File: src/rtl/fetch_ctrl.sv
// Instruction fetch controller: sequences instruction-memory requests, tracks wait timeouts,
// and holds branch redirects that resolve while the fetch stage cannot advance.
module fetch_ctrl #(
   parameter int DATA_WIDTH = 32,
   parameter int TIMEOUT    = 16
) (
   input  logic                  clk,
   input  logic                  rst,
   input  logic                  trigger,
   input  logic                  halt_i,
   input  logic                  StallF_i,
   input  logic                  PCSrcE_i,
   input  logic [DATA_WIDTH-1:0] PCTargetE_i,
   input  logic                  imem_ready_i,
   output logic                  imem_req_o,
   output logic                  PC_en_o,
   output logic                  PCSrc_o,
   output logic [DATA_WIDTH-1:0] PCTarget_o,
   output logic                  FlushD_o,
   output logic                  InstrValid_o,
   output logic                  halted_o,
   output logic                  fault_o,
   output logic [31:0]           InstrCount_o
);

   typedef enum logic [1:0] {IDLE, RUN, WAIT, HALT} state_t;

   localparam int CW = (TIMEOUT > 1) ? $clog2(TIMEOUT + 1) : 1;
   localparam logic [CW-1:0] WAIT_LAST = CW'(TIMEOUT - 1);

   state_t                state_q, state_d;
   logic [CW-1:0]         wait_cnt_q, wait_cnt_d;
   logic                  pend_valid_q, pend_valid_d;
   logic [DATA_WIDTH-1:0] pend_target_q, pend_target_d;
   logic [31:0]           count_q, count_d;
   logic                  fault_q, fault_d;
   logic                  fire;

   always_ff @(posedge clk) begin
      if (rst) begin
         state_q       <= IDLE;
         wait_cnt_q    <= '0;
         pend_valid_q  <= 1'b0;
         pend_target_q <= '0;
         count_q       <= '0;
         fault_q       <= 1'b0;
      end else begin
         state_q       <= state_d;
         wait_cnt_q    <= wait_cnt_d;
         pend_valid_q  <= pend_valid_d;
         pend_target_q <= pend_target_d;
         count_q       <= count_d;
         fault_q       <= fault_d;
      end
   end

   // Redirect outputs are only meaningful while fetching; IDLE and HALT ignore Execute.
   always_comb begin
      state_d       = state_q;
      wait_cnt_d    = wait_cnt_q;
      pend_valid_d  = pend_valid_q;
      pend_target_d = pend_target_q;
      count_d       = count_q;
      fault_d       = fault_q;
      fire          = 1'b0;
      imem_req_o    = 1'b0;
      PC_en_o       = 1'b0;
      PCSrc_o       = 1'b0;
      PCTarget_o    = '0;
      FlushD_o      = 1'b0;
      InstrValid_o  = 1'b0;
      halted_o      = 1'b0;

      case (state_q)
         IDLE: begin
            if (trigger) state_d = RUN;
         end
         HALT: begin
            halted_o = 1'b1;
            if (trigger && !halt_i) begin
               state_d      = RUN;
               fault_d      = 1'b0;
               pend_valid_d = 1'b0;
            end
         end
         RUN, WAIT: begin
            fire         = imem_ready_i & ~StallF_i;
            imem_req_o   = 1'b1;
            PC_en_o      = fire;
            FlushD_o     = PCSrcE_i;
            PCSrc_o      = PCSrcE_i | pend_valid_q;
            PCTarget_o   = PCSrcE_i ? PCTargetE_i : pend_target_q;
            InstrValid_o = fire & ~PCSrcE_i & ~pend_valid_q;

            // A redirect is consumed by the fetch that fires with it; otherwise it is held.
            if (fire) begin
               count_d      = count_q + 32'd1;
               pend_valid_d = 1'b0;
            end else if (PCSrcE_i) begin
               pend_valid_d  = 1'b1;
               pend_target_d = PCTargetE_i;
            end

            if (state_q == RUN) begin
               if (!imem_ready_i) begin
                  state_d    = WAIT;
                  wait_cnt_d = '0;
               end
            end else if (imem_ready_i) begin
               state_d = RUN;
            end else if (wait_cnt_q == WAIT_LAST) begin
               state_d = HALT;
               fault_d = 1'b1;
            end else begin
               wait_cnt_d = wait_cnt_q + CW'(1);
            end

            if (halt_i) state_d = HALT;
         end
         default: state_d = IDLE;
      endcase
   end

   assign fault_o      = fault_q;
   assign InstrCount_o = count_q;

endmodule

File: config.mk
export PLATFORM = sky130hd
export DESIGN_NAME = fetch_ctrl
export DESIGN_NICKNAME = d
export VERILOG_FILES = /design/src/rtl/fetch_ctrl.sv
export SDC_FILE = /design/constraint.sdc
export NUM_CORES = 1
export LEC_CHECK = 0
export ABC_AREA = 1
export BUFFER_PORTS_ARGS = -buffer_cell sky130_fd_sc_hd__buf_2
export CORE_ASPECT_RATIO = 0.8
export CORE_MARGIN = 3
export CORE_UTILIZATION = 57
export DETAILED_ROUTE_END_ITERATION = 12
export GPL_ROUTABILITY_DRIVEN = 0
export PLACE_DENSITY = 0.86
export SYNTH_ARGS = -nofsm -noshare
export SYNTH_HDL_FRONTEND = slang
export SYNTH_SLANG_ARGS = --single-unit
File: constraint.sdc
create_clock -name clk -period 4.48 [get_ports clk]
set_input_delay 0.448 -clock clk [delete_from_list [all_inputs] [get_ports clk]]
set_output_delay 0.448 -clock clk [all_outputs]
set_load 0.05 [all_outputs]
==> summary.txt, run 1 <==
Worst setup path
  • Reg-to-Reg End: state_q[0]
  • WP buf/inv: 3
  • R2R depth: 8
  • Critical path required time: 4.03 ns
  • RR Startpoint: state_q[0]
  • R2r setup slk: approximately 2.2 ns
  • Critical path, cell by cell: inv_1 -> ha_1 -> inv_2 -> nor2_1 -> buf_2
  • Worst Path Arrival: 2.19 ns
  • Worst path top cell family by delay: buffers and inverters
  • Slowest CP cell: ha_1
  • CP endpoint kind: output port
  • Critical path type: reg -> out
  • Crit path largest cell delay: 0.53 ns
  • Critical Path Fanout Max: 35
  • CP startpoint kind: flop

Clocking
  • Clock transition at path regs: around 0.090 ns
  • Hold_buf cts: 0
  • CTS buffer count: 9
  • Bufs on Longest Clock Path: 2
  • H-Tree Depth: 3
  • CTS sink count: between 70 and 80
  • Clk Latency, worst-skew pair: 0.35 ns
  • Clock root buffer: clkbuf_8
  • Post-CTS Setup Repair Bufs: 0
  • CTS tree: yes
  • Post_cts resized: 0

Place
  • Placed cells: 721
  • Detail Placement HPWL: 7.61 mm
  • Port bufs: ~110
  • Setup WS pre-CTS: between 2 and 2.5 ns

Route
  • Routed Antenna Nets: 0
  • Final WL: 10.3 mm
  • Vias per cell: 5.38
  • Detailed router's first-iteration violation count: 188
  • Top Metal Used: met4
  • DR WL/cell: between 10 and 15 um
  • DR WL met3: 936 um
  • Via Count: 3965
  • Metal2 WL: 4.91 mm
  • First-pass DRT Iterations: 4
  • Metal1 wirelength: 4.22 mm
  • Residual DRC count: 0

Global routing
  • Gr ovfl total: 0
  • Initial antenna violation count: 0
  • Largest net degree at the start of global routing: between 60 and 70
  • GRT Overall Usage: 0.269
  • Number of global-route vias before repair: 3957
  • First-pass GRT wire length: about 18 mm

Logic synthesis
  • Share of the synthesized area in the top cell type: 0.358
  • Post-synth net total: 593
  • Post-synthesis async set-or-reset flop share: 0
  • Count leader, synth: nor2_1
  • Cell count after synthesis: 548
  • Top post-synthesis cells by count: nor2_1 (149), nand2_1 (83), dfxtp_1 (73)
  • YS warnings: 0
  • Synth area leader: dfxtp_1
  • Yosys cell types: 34
  • Synthesized area per cell: between 7 and 8 um2
  • Sequential fraction of the synthesis area: 0.358
  • Ranking of synthesized cells by area: dfxtp_1 (36%), nor2_1 (14%), a211oi_2 (9.2%), mux2i_1 (7.8%), nand2_1 (7.6%)
  • Seq cells post-synth: 73
  • Top_reg_cell synth: dfxtp_1
  • Post-Syn Area: 4090 um2
  • Post-synth EDFFs: 0

Timing
  • RSZ-0062 raised after global routing: false
  • Period utilisation layout: 0.590
  • Min Hold Slack: approximately 0.47 ns
  • Fin. Hold Viols: 0
  • Max Clock Skew: 0.00602 ns
  • Fin. max-slew vios: 0
  • Post-route setup TNS: 0 ns
  • F_max: 0.379 GHz
  • Post-layout min period: 2.64 ns
  • Rel. slew slack: 0.325
  • Setup slack after layout: 1.84 ns
  • Slew @ Worst Pin: 1.01 ns
  • Setup Viol. Count Final: 0

Floorplan
  • Initial core utilization: 0.613
  • Core ar.: 6670 um2
  • Num ports: 110
  • Die width: 101 um
  • Die area: 8230 um2
  • Rows: 26
  • Vert. Die Dim: 81.7 um

Power and ir drop
  • Peak supply drop: 573 uV
  • Cell leakage power: 2.25 nW
  • PD cells: ~650 nW/um2

Finish
  • Final Non-Filler Cells: 737
  • Layout Utilization: 0.725
  • ANT cells: 0
  • Share of layout cells above drive strength 1: 0.277
  • Nets: 693
  • Synth-to-Final Area Change: 18.2%

Hold path
  • WHS Endpoint: pend_target_q[18]
  • Hold Crit Start: PCTargetE_i[18]
  • WHS Path Cells: 3
  • HP Class: in -> reg

Job
  • Max cap viols: 0

Outcome
  • Outcome: complete, no violations
[final cells by class]
cell class,count,area [um2]
clock buffer,10,138
clock inverter,6,67.6
fill,529,1840
inverter,48,180
multi-input combinational,405,2320
sequential,73,1460
tap,84,105
timing repair buffer,111,561
[state kept, by name, summed over array words and instances, names as in the netlist]
| signal | cells |
|---|---|
| InstrCount_o | 32 |
| pend_target_q | 32 |
| wait_cnt_q | 5 |
| state_q | 2 |
| fault_o | 1 |
| pend_valid_q | 1 |
[worst max-delay path by stage]
stage / end / depth (start not counted) / slack, ns / startpoint
finish: PCSrc_o / 5 / 1.84 / state_q[0]
global route: PCTarget_o[6] / 5 / 1.70 / state_q[1]
CTS: PCTarget_o[24] / 5 / 1.83 / state_q[0]
detailed placement: wait_cnt_q[4] / 5 / 2.11 / rst
global placement: PCTarget_o[24] / 4 / 2.16 / PCSrcE_i
floorplan: InstrValid_o / 5 / 1.54 / state_q[0]
[per-stage QoR]
step	area [um2]	total power, mW
after floorplan	4090	2.35
after global placement	4630	2.56
after detailed placement	4630	2.63
after CTS	4830	3.17
after global routing	4830	3.34
final	4830	3.15
[layout by cell type, fill, tap and decap left out, types with 2 or more instances in the layout]
master,Yosys,final
a211oi_1,3,3
a211oi_2,30,30
a21oi_1,14,14
a31oi_1,2,2
buf_2,10,109
buf_4,0,2
clkbuf_8,0,10
clkinv_4,0,2
clkinvlp_4,0,2
dfxtp_1,73,73
ha_1,6,6
inv_1,44,44
inv_2,4,4
mux2i_1,32,32
nand2_1,83,83
nand2_2,4,4
nand3_1,21,21
nand3b_1,2,2
nand4_1,14,14
nor2_1,149,149
nor2_2,7,7
nor2_4,2,2
nor2_8,3,3
nor3_1,9,9
o21a_1,2,2
o21ai_0,10,10
o21ai_1,2,2
xor2_1,3,3
[routing by layer]
layer  vias to the layer above  GRT usage
met5                         -          0
met4                         0      0.104
met3                        27     0.0781
met2                       153      0.472
met1                      1787      0.312
li1                       1998          -
[kinds of logic (layout without fill, tap and decap cells)]
logic type      count (synthesis)  count (layout)  synth area share
buf+inv                        70             175            0.0747
fa+ha+maj                       6               6            0.0184
simple gates                  298             298             0.322
xor+xnor                        4               4           0.00857
compound gates                 65              65             0.140
mux                            32              32            0.0784
flops                          73              73             0.358
[power breakdown]
part | internal (mW) | switching [mW] | total [mW]
Clock | 0.273 | 0.256 | 0.529
Combinational | 0.423 | 1.28 | 1.70
Sequential | 0.825 | 0.0980 | 0.923
[worst reg2reg max path, stage by stage (launching register included)]
cell	delay, ns
dfxtp_1	0.38
inv_1	0.07
ha_1	0.46
inv_2	0.51
nor2_1	0.13
nand3_1	0.10
nand4_1	0.13
or2_2	0.31
a21oi_1	0.12
Note: power is estimated with default switching activity, not from simulation.
==> inputs of run 2 (changes only) <==
==> config.mk (replaced) <==
export PLATFORM = sky130hd
export DESIGN_NAME = fetch_ctrl
export DESIGN_NICKNAME = d
export VERILOG_FILES = /design/src/rtl/fetch_ctrl.sv
export SDC_FILE = /design/constraint.sdc
export NUM_CORES = 1
export LEC_CHECK = 0
export ABC_AREA = 0
export BUFFER_PORTS_ARGS = -buffer_cell sky130_fd_sc_hd__buf_2
export CORE_ASPECT_RATIO = 0.8
export CORE_MARGIN = 3
export CORE_UTILIZATION = 52
export DETAILED_ROUTE_END_ITERATION = 12
export GPL_ROUTABILITY_DRIVEN = 0
export PLACE_DENSITY = 0.8
export SYNTH_ARGS = -nofsm -noshare
export SYNTH_HDL_FRONTEND = slang
export SYNTH_SLANG_ARGS = --single-unit
==> constraint.sdc (replaced) <==
create_clock -name clk -period 2.49 [get_ports clk]
set_input_delay 0.249 -clock clk [delete_from_list [all_inputs] [get_ports clk]]
set_output_delay 0.249 -clock clk [all_outputs]
set_load 0.05 [all_outputs]
==> summary.txt, run 2 <==
Logic synthesis
  • Post-synth EDFFs: 0 (unchanged)
  • Synthesized area per cell: 7.96 um2 (was 7.46 um2)
  • YS warnings: 0 (unchanged)
  • Seq cells post-synth: 73 (unchanged)
  • Top_reg_cell synth: dfxtp_1 (unchanged)
  • Share of the synthesized area in the top cell type: 0.394 (was 0.358)
  • Post-synth net total: 511 (was 593)
  • Yosys cell types: 43 (was 34)
  • Post-synthesis async set-or-reset flop share: 0 (unchanged)
  • Synth area leader: dfxtp_1 (unchanged)
  • Count leader, synth: nand2_1 (was nor2_1)
  • Sequential fraction of the synthesis area: 0.394 (was 0.358)
  • Ranking of synthesized cells by area: dfxtp_1 (39%), mux2i_1 (8.6%), nand2_1 (7.8%), a21oi_1 (7.0%), nor2_1 (6.3%) (was dfxtp_1 (36%), nor2_1 (14%), a211oi_2 (9.2%), mux2i_1 (7.8%), nand2_1 (7.6%))
  • Post-Syn Area: 3710 um2 (was 4090 um2)
  • Top post-synthesis cells by count: nand2_1 (77), dfxtp_1 (73), nor2_1 (62) (was nor2_1 (149), nand2_1 (83), dfxtp_1 (73))
  • Cell count after synthesis: 466 (was 548)

Job
  • Max cap viols: 0 (unchanged)

Place
  • Dpl cell area: 4360 um2 (was 4630 um2)
  • Port bufs: 109 (unchanged)
  • Detail Placement HPWL: 6.55 mm (was 7.61 mm)

Floorplan
  • Initial core utilization: 0.559 (was 0.613)
  • Num ports: 110 (unchanged)
  • Core ar.: 6640 um2 (was 6670 um2)
  • Die width: 100 um (was 101 um)
  • Rows: 26 (unchanged)
  • Die area: 8190 um2 (was 8230 um2)
  • Vert. Die Dim: 81.5 um (was 81.7 um)

Worst setup path
  • Critical Path Fanout Max: 12 (was 35)
  • Critical path type: reg -> reg (was reg -> out)
  • Slowest CP cell: or4_4 (was ha_1)
  • Critical path required time: 2.72 ns (was 4.03 ns)
  • Critical path, cell by cell: inv_1 -> ha_2 -> nand3b_2 -> or4_4 -> nor4_1 -> mux2_2 (was inv_1 -> ha_1 -> inv_2 -> nor2_1 -> buf_2)
  • Worst Path Arrival: 2.51 ns (was 2.19 ns)
  • CP endpoint kind: flop (was output port)
  • Crit path largest cell delay: 0.63 ns (was 0.53 ns)
  • CP startpoint kind: flop (unchanged)

Timing
  • Post-layout min period: roughly 2.3 ns
  • Slew @ Worst Pin: 0.544 ns (was 1.01 ns)
  • F_max: 0.439 GHz
  • Rel. slew slack: 0.637 (was 0.325)
  • RSZ-0062 raised after global routing: false (unchanged)
  • Min Hold Slack: 0.149 ns (was 0.467 ns)
  • Fin. Hold Viols: 0 (unchanged)
  • Period utilisation layout: 0.916
  • Setup Viol. Count Final: 0 (unchanged)
  • Fin. max-slew vios: 0 (unchanged)
  • Post-route setup TNS: 0 ns (unchanged)
  • Max Clock Skew: 0.0103 ns (was 0.00602 ns)

Global routing
  • Largest net degree at the start of global routing: 35 (was 65)
  • Gr ovfl total: 0 (unchanged)
  • Initial antenna violation count: 0 (unchanged)
  • First-pass GRT wire length: 14.8 mm (was 17.8 mm)
  • Number of global-route vias before repair: 3298 (was 3957)
  • GRT Overall Usage: 0.220 (was 0.269)

Clocking
  • Clock transition at path regs: 0.08 ns (was 0.09 ns)
  • Post_cts resized: 0 (unchanged)
  • Clock root buffer: clkbuf_8 (unchanged)
  • Clk Latency, worst-skew pair: 0.34 ns (was 0.35 ns)
  • H-Tree Depth: 3 (unchanged)
  • Bufs on Longest Clock Path: 2 (unchanged)
  • Hold_buf cts: 0 (unchanged)
  • CTS sink count: 73 (unchanged)
  • CTS buffer count: 9 (unchanged)
  • Post-CTS Setup Repair Bufs: 0 (unchanged)
  • CTS tree: yes (unchanged)

Finish
  • Share of layout cells above drive strength 1: 0.285 (was 0.277)
  • Design area: 4580 um2 (was 4830 um2)
  • Synth-to-Final Area Change: 23.4% (was 18.2%)
  • Nets: 619 (was 693)
  • ANT cells: 0 (unchanged)
  • Commonest non-fill, non-tap cell in the layout: buf_2 (was nor2_1)
  • Most frequent cells in the layout: buf_2 (109), nand2_1 (77), dfxtp_1 (73) (was nor2_1 (149), buf_2 (109), nand2_1 (83))

Route
  • Via Count: 3635 (was 3965)
  • Detailed router's first-iteration violation count: 113 (was 188)
  • Final WL: 9.01 mm (was 10.3 mm)
  • Vias per cell: 5.48 (was 5.38)
  • Routed Antenna Nets: 0 (unchanged)
  • Residual DRC count: 0 (unchanged)
  • First-pass DRT Iterations: 4 (unchanged)
  • DR WL/cell: 13.6 um (was 14.0 um)

Power and ir drop
  • PD cells: 764 nW/um2 (was 652 nW/um2)
  • Overall power: 3.50 mW (was 3.15 mW)
  • Cell leakage power: 2.03 nW (was 2.25 nW)
  • Peak supply drop: 523 uV (was 573 uV)

Outcome
  • Outcome: complete, no violations (unchanged)

Hold path
  • HP Class: in -> reg (unchanged)
run 2: cell type report:
cell class / instances / area [um2]
multi-input combinational: 351 / 2080
timing repair buffer: 124 / 658
clock buffer: 11 / 141
sequential: 73 / 1460
clock inverter: 5 / 78.8
inverter: 15 / 56.3
fill: 599 / 2060
tap: 84 / 105
run 2: final timing paths:
| path | from | depth (start not counted) | end | slack [ns] |
|---|---|---|---|---|
| worst max-delay path | state_q[0] | 6 | InstrCount_o[21] | 0.21 |
| worst min-delay path | PCTargetE_i[10] | 3 | pend_target_q[10] | 0.15 |
| worst max register to register | state_q[0] | 6 | InstrCount_o[21] | 0.21 |
| worst min register to register | pend_target_q[10] | 2 | pend_target_q[10] | 0.45 |
run 2: worst max-delay path, delay by kind of cell (launching register included):
kind,cells,cell delay (ns)
adder cells (fa/ha/maj),1,0.40
flip-flops,1,0.39
AND/OR/NAND/NOR,3,0.97
buffers and inverters,1,0.06
multiplexers,1,0.36
run 2: power breakdown:
part / internal [mW] / switching [mW]
Combinational: 0.310 / 0.862
Clock: 0.591 / 0.432
Sequential: 1.25 / 0.0521
Total: 2.15 / 1.35
run 2: through the flow:
step	worst slack, ns	instances	util
final	0.210	663	0.690
after global placement	0.292	647	0.657
after CTS	0.211	663	0.690
after floorplan	0.0324	466	-
after detailed placement	0.220	647	0.657
after global routing	0.122	663	0.690
run 2: metal layers:
metal  GRT usage  part of all wire  vias to the layer above
met3      0.0594             0.070                        7
met2       0.374              0.48                       97
met4      0.0579            0.0068                        0
met1       0.277              0.44                     1718
li1            -                 -                     1813
met5           0                 0                        -
run 2: cells by family (layout without fill, tap and decap cells):
| group | after synthesis | in the layout | share of synthesized area |
|---|---|---|---|
| AND/OR/NAND/NOR | 219 | 219 | 0.285 |
| AO/OA/AOI/OAI | 73 | 73 | 0.113 |
| flip-flops | 73 | 73 | 0.394 |
| buffers and inverters | 42 | 155 | 0.0472 |
| multiplexers | 39 | 39 | 0.108 |
| XOR/XNOR | 14 | 14 | 0.0331 |
| adder cells (fa/ha/maj) | 6 | 6 | 0.0202 |
